==> src/rtl/keypad_pkg.sv <==
// Shared types, key map and column decode for the 4x4 keypad scanner.
package keypad_pkg;

   typedef enum logic [1:0] {
      SCAN     = 2'd0,
      DEBOUNCE = 2'd1,
      PRESSED  = 2'd2,
      RELEASE  = 2'd3
   } state_e;

   localparam int SCAN_CYCLES_DEF     = 4;
   localparam int DEBOUNCE_CYCLES_DEF = 4;

   // Indexed by {row_idx, col_idx}; entry 0 is r0c0.
   localparam logic [15:0][3:0] KEY_MAP = {
      4'hD, 4'hF, 4'h0, 4'hE,
      4'hC, 4'h9, 4'h8, 4'h7,
      4'hB, 4'h6, 4'h5, 4'h4,
      4'hA, 4'h3, 4'h2, 4'h1
   };

   typedef struct packed {
      logic       one;
      logic [1:0] idx;
   } col_dec_t;

   // Flags a column pattern with exactly one low bit and returns its position.
   function automatic col_dec_t col_decode(input logic [3:0] cs);
      col_dec_t r;
      r.one = 1'b0;
      r.idx = 2'd0;
      case (cs)
         4'b1110: begin r.one = 1'b1; r.idx = 2'd0; end
         4'b1101: begin r.one = 1'b1; r.idx = 2'd1; end
         4'b1011: begin r.one = 1'b1; r.idx = 2'd2; end
         4'b0111: begin r.one = 1'b1; r.idx = 2'd3; end
         default: ;
      endcase
      return r;
   endfunction

endpackage

==> src/rtl/keypad_scanner_if.sv <==
// Keypad pins plus the digit bus toward the lock.
interface keypad_scanner_if;
   logic [3:0] col;
   logic [3:0] row;
   logic [3:0] digit;
   logic       digit_valid;
   logic       key_held;

   modport master (input col, output row, digit, digit_valid, key_held);
   modport slave  (output col, input row, digit, digit_valid, key_held);
endinterface

==> src/rtl/keypad_scanner_col_sync.sv <==
// Two-flop synchroniser for the asynchronous column inputs; idles at all-ones.
module col_sync (
   input  logic       clk,
   input  logic       rst_n,
   input  logic [3:0] d_i,
   output logic [3:0] q_o
);
   logic [3:0] s1_q, s2_q;

   always_ff @(posedge clk or negedge rst_n) begin
      if (!rst_n) begin
         s1_q <= 4'hF;
         s2_q <= 4'hF;
      end else begin
         s1_q <= d_i;
         s2_q <= s1_q;
      end
   end

   assign q_o = s2_q;
endmodule

==> src/rtl/keypad_scanner.sv <==
// 4x4 keypad scanner: row scan, single-key debounce, one-cycle digit strobe.
module keypad_scanner
   import keypad_pkg::*;
#(
   parameter int SCAN_CYCLES     = SCAN_CYCLES_DEF,
   parameter int DEBOUNCE_CYCLES = DEBOUNCE_CYCLES_DEF
) (
   input  logic              clk,
   input  logic              reset,
   keypad_scanner_if.master  kp
);
   localparam int DW = $clog2(SCAN_CYCLES);
   localparam int CW = (DEBOUNCE_CYCLES > 1) ? $clog2(DEBOUNCE_CYCLES) : 1;

   logic [3:0]    cs;
   state_e        state_q;
   logic [1:0]    row_idx_q, cap_idx_q, row_nxt;
   logic [DW-1:0] dwell_q;
   logic [CW-1:0] cnt_q;
   logic [3:0]    cap_q, row_q, digit_q;
   logic          valid_q, held_q;
   col_dec_t      dec;

   col_sync u_sync (.clk(clk), .rst_n(reset), .d_i(kp.col), .q_o(cs));

   assign dec     = col_decode(cs);
   assign row_nxt = row_idx_q + 2'd1;

   always_ff @(posedge clk or negedge reset) begin
      if (!reset) begin
         state_q   <= SCAN;
         row_idx_q <= 2'd0;
         cap_idx_q <= 2'd0;
         dwell_q   <= '0;
         cnt_q     <= '0;
         cap_q     <= 4'hF;
         row_q     <= 4'b1110;
         digit_q   <= 4'h0;
         valid_q   <= 1'b0;
         held_q    <= 1'b0;
      end else begin
         valid_q <= 1'b0;
         case (state_q)
            SCAN: begin
               if (dwell_q == DW'(SCAN_CYCLES - 1)) begin
                  dwell_q <= '0;
                  if (dec.one) begin
                     state_q   <= DEBOUNCE;
                     cap_q     <= cs;
                     cap_idx_q <= dec.idx;
                     cnt_q     <= '0;
                  end else begin
                     // Idle, ghost or multi-key sample: move on to the next row.
                     row_idx_q <= row_nxt;
                     row_q     <= ~(4'b0001 << row_nxt);
                  end
               end else begin
                  dwell_q <= dwell_q + 1'b1;
               end
            end
            DEBOUNCE: begin
               if (cs == cap_q) begin
                  if (cnt_q == CW'(DEBOUNCE_CYCLES - 1)) begin
                     digit_q <= KEY_MAP[{row_idx_q, cap_idx_q}];
                     valid_q <= 1'b1;
                     held_q  <= 1'b1;
                     state_q <= PRESSED;
                  end else begin
                     cnt_q <= cnt_q + 1'b1;
                  end
               end else begin
                  state_q   <= SCAN;
                  row_idx_q <= 2'd0;
                  dwell_q   <= '0;
                  row_q     <= 4'b1110;
               end
            end
            PRESSED: begin
               if (cs == 4'hF) begin
                  state_q <= RELEASE;
                  cnt_q   <= '0;
               end
            end
            RELEASE: begin
               if (cs == 4'hF) begin
                  if (cnt_q == CW'(DEBOUNCE_CYCLES - 1)) begin
                     held_q    <= 1'b0;
                     state_q   <= SCAN;
                     row_idx_q <= 2'd0;
                     dwell_q   <= '0;
                     row_q     <= 4'b1110;
                  end else begin
                     cnt_q <= cnt_q + 1'b1;
                  end
               end else begin
                  // Release bounce re-arms PRESSED without a second strobe.
                  state_q <= PRESSED;
                  cnt_q   <= '0;
               end
            end
            default: state_q <= SCAN;
         endcase
      end
   end

   assign kp.row         = row_q;
   assign kp.digit       = digit_q;
   assign kp.digit_valid = valid_q;
   assign kp.key_held    = held_q;
endmodule

==> src/flat_wrapper.sv <==
// flat-port wrapper written by rule: the top's interface ports become plain ports
module keypad_scanner_flat import keypad_pkg::*;
#(
   parameter int SCAN_CYCLES     = SCAN_CYCLES_DEF,
   parameter int DEBOUNCE_CYCLES = DEBOUNCE_CYCLES_DEF
)
  (clk, reset, kp_col, kp_row, kp_digit, kp_digit_valid, kp_key_held);
  keypad_scanner_if kp_i ();
  input  logic clk;
  input  logic reset;
  input wire logic [$bits(kp_i.col)-1:0] kp_col;
  output wire logic [$bits(kp_i.row)-1:0] kp_row;
  output wire logic [$bits(kp_i.digit)-1:0] kp_digit;
  output wire logic [$bits(kp_i.digit_valid)-1:0] kp_digit_valid;
  output wire logic [$bits(kp_i.key_held)-1:0] kp_key_held;
  assign kp_i.col = kp_col;
  assign kp_row = kp_i.row;
  assign kp_digit = kp_i.digit;
  assign kp_digit_valid = kp_i.digit_valid;
  assign kp_key_held = kp_i.key_held;
  keypad_scanner #(.SCAN_CYCLES(SCAN_CYCLES), .DEBOUNCE_CYCLES(DEBOUNCE_CYCLES)) u_core (.clk(clk), .reset(reset), .kp(kp_i));
endmodule
==> config.mk <==
export PLATFORM = sky130hd
export DESIGN_NAME = keypad_scanner_flat
export DESIGN_NICKNAME = d
export VERILOG_FILES = /design/src/rtl/keypad_pkg.sv /design/src/rtl/keypad_scanner_if.sv /design/src/rtl/keypad_scanner_col_sync.sv /design/src/rtl/keypad_scanner.sv /design/src/flat_wrapper.sv
export SDC_FILE = /design/constraint.sdc
export NUM_CORES = 1
export LEC_CHECK = 0
export CAP_MARGIN = 15
export CELL_PAD_IN_SITES_DETAIL_PLACEMENT = 0
export CELL_PAD_IN_SITES_GLOBAL_PLACEMENT = 1
export CORE_UTILIZATION = 45
export DETAILED_ROUTE_END_ITERATION = 10
export PLACE_DENSITY = 0.75
export RECOVER_POWER = 50
export SETUP_SLACK_MARGIN = 0.5
export SLEW_MARGIN = 20
export SYNTH_ARGS = -nofsm -noshare
export SYNTH_HDL_FRONTEND = slang
export SYNTH_HIERARCHICAL = 1
export SYNTH_SLANG_ARGS = --single-unit
export TNS_END_PERCENT = 10
==> constraint.sdc <==
create_clock -name clk -period 2.68 [get_ports clk]
set_input_delay 0.67 -clock clk [delete_from_list [all_inputs] [get_ports clk]]
set_output_delay 0.67 -clock clk [all_outputs]
set_load 0.05 [all_outputs]
* Yosys cells after proc, flatten, opt, wreduce, memory -nomap -nowiden
Memory sizes are Yosys's and may differ from the RTL's. A register that Yosys moved wholly into a read port is not among the register bits.
Index checks and enable logic that the tools add are counted.
** Operators by class
- Shift-type cells :: 1
- Multiplexer cells :: 37
- Bitwise operators :: 1
- $add $sub $neg :: 3
- $mul :: 0
- Divide/modulo/power cells :: 0
- Order comparisons :: 0
- Eq/ne operators :: 22
- Reductions and logical operators :: 11
** Operator list (number)
- 2-bit 2-to-1 mux :: 18
- 4-bit 2-to-1 mux :: 5
- 4-bit == test (second input constant) :: 4
- 2-bit one-hot mux with 4 select lines :: 2
- 2-bit by 1-bit != test with 1-bit output (second input constant) :: 7
- 2-bit one-hot mux with 3 select lines :: 2
- 3-bit one-hot mux with 4 select lines :: 1
- 4-bit one-hot mux with 3 select lines :: 1
- 5-bit AND reduction :: 2
- 2-bit == test (second input constant) :: 4
- 4-bit AND reduction :: 2
- 1-bit 2-to-1 mux :: 7
- 2-bit by 1-bit adder with 2-bit output (second input constant) :: 3
- 3-bit AND reduction :: 2
- 6-bit AND reduction :: 1
- 4-bit by 3-bit == test with 1-bit output (second input constant) :: 1
- 4-bit == test :: 1
- 2-bit != test (second input constant) :: 2
- 4-bit NOT :: 1
- 1-bit by 2-bit left shift with 4-bit output (first input constant) :: 1
- 3-bit by 2-bit != test with 1-bit output (second input constant) :: 1
- 3-bit != test (second input constant) :: 1
- 3-bit nonzero test :: 1
- 2-bit by 1-bit == test with 1-bit output (second input constant) :: 1
- 4 further kinds :: 4
** Storage, ports and cells
- Logic and storage cells :: 87
- Bits of input ports :: 6
- Flip-flop bits (word level) :: 28
- Bits in read-only memories :: 64
- Bits in latches :: 0
- Memory bits (writable) :: 0
- Memories kept :: 1
** Memory list
- (no name shown) :: depth 16, bits a word 4, read ports 1, clocked after Yosys merged registers in 1, wr ports 0, RTL line keypad_scanner.sv:64 : digit_q <= KEY_MAP[{row_idx_q, cap_idx_q}];

* Logic depth before layout (Yosys ltp)
- Word-level depth :: 6
- Gate-level depth with buffers :: 6
- Depth with buffers taken out :: 6

* By module
The synthesis kept the hierarchy.
** By module, submodules not included
- keypad_scanner :: area an instance 1402.6 sq um, cells an instance 125, times used 1, seq. area each 609.3 sq um
- col_sync :: area an instance 210.2 sq um, cells an instance 8, times used 1, seq. area each 210.2 sq um

* Least setup slack after synthesis
Ideal clock, no wire load.
- Path kind :: register to register
- Start point :: reg u_core.u_sync.s2_q[1], in the netlist u_core/u_sync/q_o[1]
- End point :: reg u_core.digit_q[0], in the netlist u_core/kp.digit[0]
- Cell stages (with the launch flop) :: 6
- Required time :: 2.555 ns
- Data arrival time :: 1.798 ns
- Buffers on the path :: 1
- Path slack :: 0.757 ns
- Period minus slack after synthesis :: 1.923 ns
- Cell sequence :: dfstp_2 > buf_6 > xor2_1 > nor4_4 > nor3b_4 > mux2_2
** On the way
- Word-level cells in the longest chain between the ends :: 2
** Ends and longest elaborated chain
- start, declared :: RTL line keypad_scanner_col_sync.sv:8 : logic [3:0] s1_q, s2_q;
- start signal, assigned :: RTL line keypad_scanner_col_sync.sv:16 : s2_q <= s1_q;
- 4-bit == test :: RTL line keypad_scanner.sv:62 : if (cs == cap_q) begin
- 3-bit AND reduction (no line)
- end, declared :: RTL line keypad_scanner.sv:20 : logic [3:0] cap_q, row_q, digit_q;
Every way passes these cells.
A chain may end at the register's enable or synchronous reset.

* Final worst setup path
- Start point :: reg u_core.row_q[2], in the netlist u_core/kp.row[2]
- End point :: out kp_row[2]
** RTL lines
- start, declared :: RTL line keypad_scanner.sv:20
- start signal, assigned :: RTL line keypad_scanner.sv:55 : row_q <= ~(4'b0001 << row_nxt);
- end, declared :: RTL line flat_wrapper.sv:12 : output wire logic [$bits(kp_i.row)-1:0] kp_row;
No word-level cell between the ends.

==> results.md <==
Finish:
- The final antenna diode count is 0.
- The commonest non-fill, non-tap cell in the layout is sky130_fd_sc_hd__dfrtp_1.
- Relative to the synthesized area, the layout overhead comes to 14.9%.
- The net count of the finished layout is 165.
- The final design utilization is 54.7%.
- The library cells used most frequently in the layout, excluding fill and tap cells, are 17 x sky130_fd_sc_hd__dfrtp_1, 15 x sky130_fd_sc_hd__dfstp_2, 13 x sky130_fd_sc_hd__mux2_2, 10 x sky130_fd_sc_hd__ha_1, 9 x sky130_fd_sc_hd__clkdlybuf4s50_1.
- The share of layout cells above drive strength 1 is about 28%.
- The filler-free cell count of the finished design is between 150 and 200.

Placed design:
- The HPWL after detailed placement is ~1900 µm.
- After detailed placement, the design holds a cell count of 188.
- The final weighted congestion in routability-driven placement is between 0.7 and 0.8.
- The number of port buffers is 15.
- The worst slack at placement is 0.567 ns.

Logic synthesis:
- The synthesized netlist devotes 13.4% of its cell area to compound gates.
- The dominant combinational cell family by area after synthesis is compound AO/OA/AOI/OAI gates.
- The flip-flop and latch count after synthesis is 32.
- The summed instance area of the synthesized netlist is roughly 0.0016 mm².
- The number of unique standard cell types used by synthesis is 38.
- The synthesized area per cell is about 12 µm².
- The fraction of registers with async set/reset is between 90% and 100%.
- Synthesis produced a netlist whose cell count is 133.
- Of the total synthesized cell area, the portion taken by full adders, half adders and majority gates is approximately 7.8%.
- The synthesized netlist devotes roughly 3.8% of its cell area to XOR and XNOR gates.
- The most instantiated flip-flop cell in the synthesis netlist is sky130_fd_sc_hd__dfrtp_1.
- The count of synthesis-stage warnings from yosys is 6.
- After synthesis, flip-flops and latches occupy between 50% and 60% of the total area.
- Counting flops with a built-in enable in the synthesized netlist gives 0.
- After Yosys synthesis, and, or, nand and nor cells account for a little under a tenth of the synthesized area.
- The net count after synthesis is 149.
- Multiplexer cells account for approximately 11% of the synthesized area.

Clock network:
- In this run the post-CTS setup repair buffer count came out at 0.
- The cts-stage hold buffer count is 0.
- After clock tree synthesis, the clock-pin slew on the worst setup and hold paths is about 0.11 ns.
- The insertion delay to the later sink of the worst-skew pair is roughly 0.33 ns.
- The clock tree from TritonCTS is built.
- The TritonCTS buffer count is 5.
- The tree is rooted in a sky130_fd_sc_hd__clkbuf_4.
- The count of H-tree levels built during CTS is 2.
- The clock passes through at most 2 buffers.
- Counting every sink on the clock net gives 32.

Status:
- The final reports fail on max-capacitance violations, max-slew violations.
- The flow ran to the end, but the final reports show violations.

GRT:
- The pin count of the biggest net entering global routing is 33.
- The initial antenna violation count was 0.
- The combined global-route utilization of all metal layers is about 17%.
- The via count of the first global-routing pass is 996.
- The first global-routing pass estimated 4440 µm of wire.
- The total overflow left after global routing is 0.

Floorplan:
- The initial utilization of the core area, before any placement, comes to between 40% and 50%.
- The floorplan step defined a core boundary enclosing 0.00339 mm².
- The top-level port count is 16.
- The number of placement rows is 21.
- The die covers about 0.0038 mm².
- The floorplan die height is around 62 µm.
- The width of the chip is between 60 and 70 µm.

STA:
- The final number of max-transition violations is 33.
- The worst clock skew is around 0.013 ns.
- The actual transition at the worst max-transition pin is approximately 1.6 ns.
- The minimum setup slack in the final design is between 0.3 and 0.4 ns.
- The hold violation total from the final report is 0.
- Setup violations remaining at the end of the flow were counted as 0.
- After layout, the worst path uses 87.3% of the clock period.
- The maximum achievable frequency is 428 MHz.
- Setup repair after global routing could not meet its margin everywhere.
- After routing, the total negative slack on setup checks comes to 0 ns.
- The smallest clock period supported by the final layout is computed as approximately 2.3 ns.
- The worst pin sits at a relative slew slack of -7.62%.

Route:
- The first TritonRoute pass finished after 4 iterations.
- The detailed router's first-iteration violation count is 59.
- In the detailed route, the total length drawn on met3 is 96 µm.
- In this run the remaining antenna-violating nets after routing total 0.
- The routed length on met1 is 1200 µm.
- In the routed design, unresolved DRC markers number 0.
- Using the TritonRoute via totals, the vias-per-cell ratio works out to 5.22.
- The average detailed-routed wire length per instance is around 14 µm.
- The routed length on met2 is around 1300 µm.
- After detailed routing, the total wire length is ~2700 µm.
- The topmost layer with routed signal wires is met4.
- The routed via count is 1,023.

Worst setup path:
- The critical path in this run is classified as flop to primary output.
- The kind of cell adding the most delay to the critical path is buffers and inverters.
- The number of buffer and inverter stages on the critical path is 1.
- The critical path goes through clkdlybuf4s50_1.
- The required time reported for the critical path endpoint is 2.01 ns.
- The delay of the slowest cell on the worst path is 0.79 ns.
- STA classifies the critical path endpoint as a primary output.
- The cell with the largest stage delay on the worst path is sky130_fd_sc_hd__clkdlybuf4s50_1.
- Data arrives at the worst endpoint at about 1.7 ns.
- The worst setup path is launched from a flop.
- Along the worst path, the maximum fanout reaches 2.

Power and ir drop:
- After layout, the design draws a total of around 1.7 mW.
- Power spread over the standard cell area amounts to about 900 mW/mm².
- The maximum VDD drop is roughly 0.43 mV.
- The leakage power of the design is 0.809 nW.

Job:
- The max-capacitance violation count is 1.

Hold path:
- The worst hold path belongs to the class flop to flop.
synth_stat cells, types with 2 or more instances:
library cell	instances	share of area, %
sky130_fd_sc_hd__a21oi_1	6	1.9
sky130_fd_sc_hd__a221oi_1	2	1.1
sky130_fd_sc_hd__a22o_1	3	1.6
sky130_fd_sc_hd__a2bb2oi_1	3	1.6
sky130_fd_sc_hd__and3_1	2	0.78
sky130_fd_sc_hd__buf_2	2	0.62
sky130_fd_sc_hd__clkbuf_1	4	0.93
sky130_fd_sc_hd__dfrtp_1	17	26
sky130_fd_sc_hd__dfstp_2	15	24
sky130_fd_sc_hd__ha_1	10	7.8
sky130_fd_sc_hd__inv_1	7	1.6
sky130_fd_sc_hd__mux2_2	13	9.1
sky130_fd_sc_hd__mux2i_1	3	1.9
sky130_fd_sc_hd__nand2_1	6	1.4
sky130_fd_sc_hd__nand3_1	4	1.2
sky130_fd_sc_hd__nand4b_1	2	1.1
sky130_fd_sc_hd__nor2_1	4	0.93
sky130_fd_sc_hd__o21ai_0	5	1.6
sky130_fd_sc_hd__xnor2_1	2	1.1
sky130_fd_sc_hd__xor2_1	5	2.7
worst paths after layout:
kind                                                 start                              end  slack (ns)  depth (start not counted)
setup / recovery              u_core/kp.row[2]$_DFFE_PN1P_                        kp_row[2]        0.34                          1
hold / removal             u_core/u_sync/s1_q[2]$_DFF_PN1_   u_core/u_sync/q_o[2]$_DFF_PN1_        0.36                          0
setup reg to reg            u_core/u_sync/q_o[1]$_DFF_PN1_   u_core/kp.digit[1]$_DFFE_PN0P_        0.56                          4
hold reg to reg            u_core/u_sync/s1_q[2]$_DFF_PN1_   u_core/u_sync/q_o[2]$_DFF_PN1_        0.36                          0
max in group asynchronous                            reset    u_core/dwell_q[0]$_DFFE_PN0P_        0.53                          2
min in group asynchronous                            reset  u_core/row_idx_q[1]$_DFFE_PN0P_        1.20                          2
state kept, by name (all words and copies together) (netlist names):
register / flops
u_core/cap_q: 4
u_core/kp.digit: 4
u_core/kp.row: 4
u_core/u_sync/q_o: 4
u_core/u_sync/s1_q: 4
u_core/cap_idx_q: 2
u_core/cnt_q: 2
u_core/dwell_q: 2
u_core/row_idx_q: 2
u_core/state_q: 2
u_core/kp.digit_valid: 1
u_core/kp.key_held: 1
final cells by class:
class | instances | area (µm²)
fillers | 301 | 1540
flip-flops and latches | 32 | 820
multi-input cells | 87 | 731
repair buffers | 16 | 155
well taps | 46 | 57.6
clock buffers | 6 | 51.3
inverters | 7 | 26.3
clock inverters | 2 | 12.5
through the flow:
stage | hold slack [ns] | area, µm²
after floorplan | 0.345 | 1610
after global placement | 0.346 | 1790
after detailed placement | 0.347 | 1790
after CTS | 0.362 | 1850
after global routing | 0.366 | 1850
final | 0.361 | 1850
cell families after synthesis:
family / Yosys count
buffers and inverters: 14
flip-flops: 32
AO/OA/AOI/OAI: 30
adder cells (fa/ha/maj): 10
XOR/XNOR: 7
multiplexers: 16
AND/OR/NAND/NOR: 24
power breakdown:
part	switching (mW)	internal (mW)	total, mW
clock network	0.165	0.129	0.294
registers	0.133	0.631	0.764
logic	0.327	0.292	0.619
total	0.625	1.05	1.68
metal layers:
layer,GRT usage (%),up-vias
met5,0,-
met4,6.67,0
met3,5.59,6
met2,27.8,19
met1,19.5,487
li1,-,511
repair_timing:
item,in CTS,in global routing
gates resized for setup,1,1
pin swaps,0,0
endpoints found under the hold margin,0,0
endpoints found under the setup margin,5,12
Power figures use the tool's default switching activity.
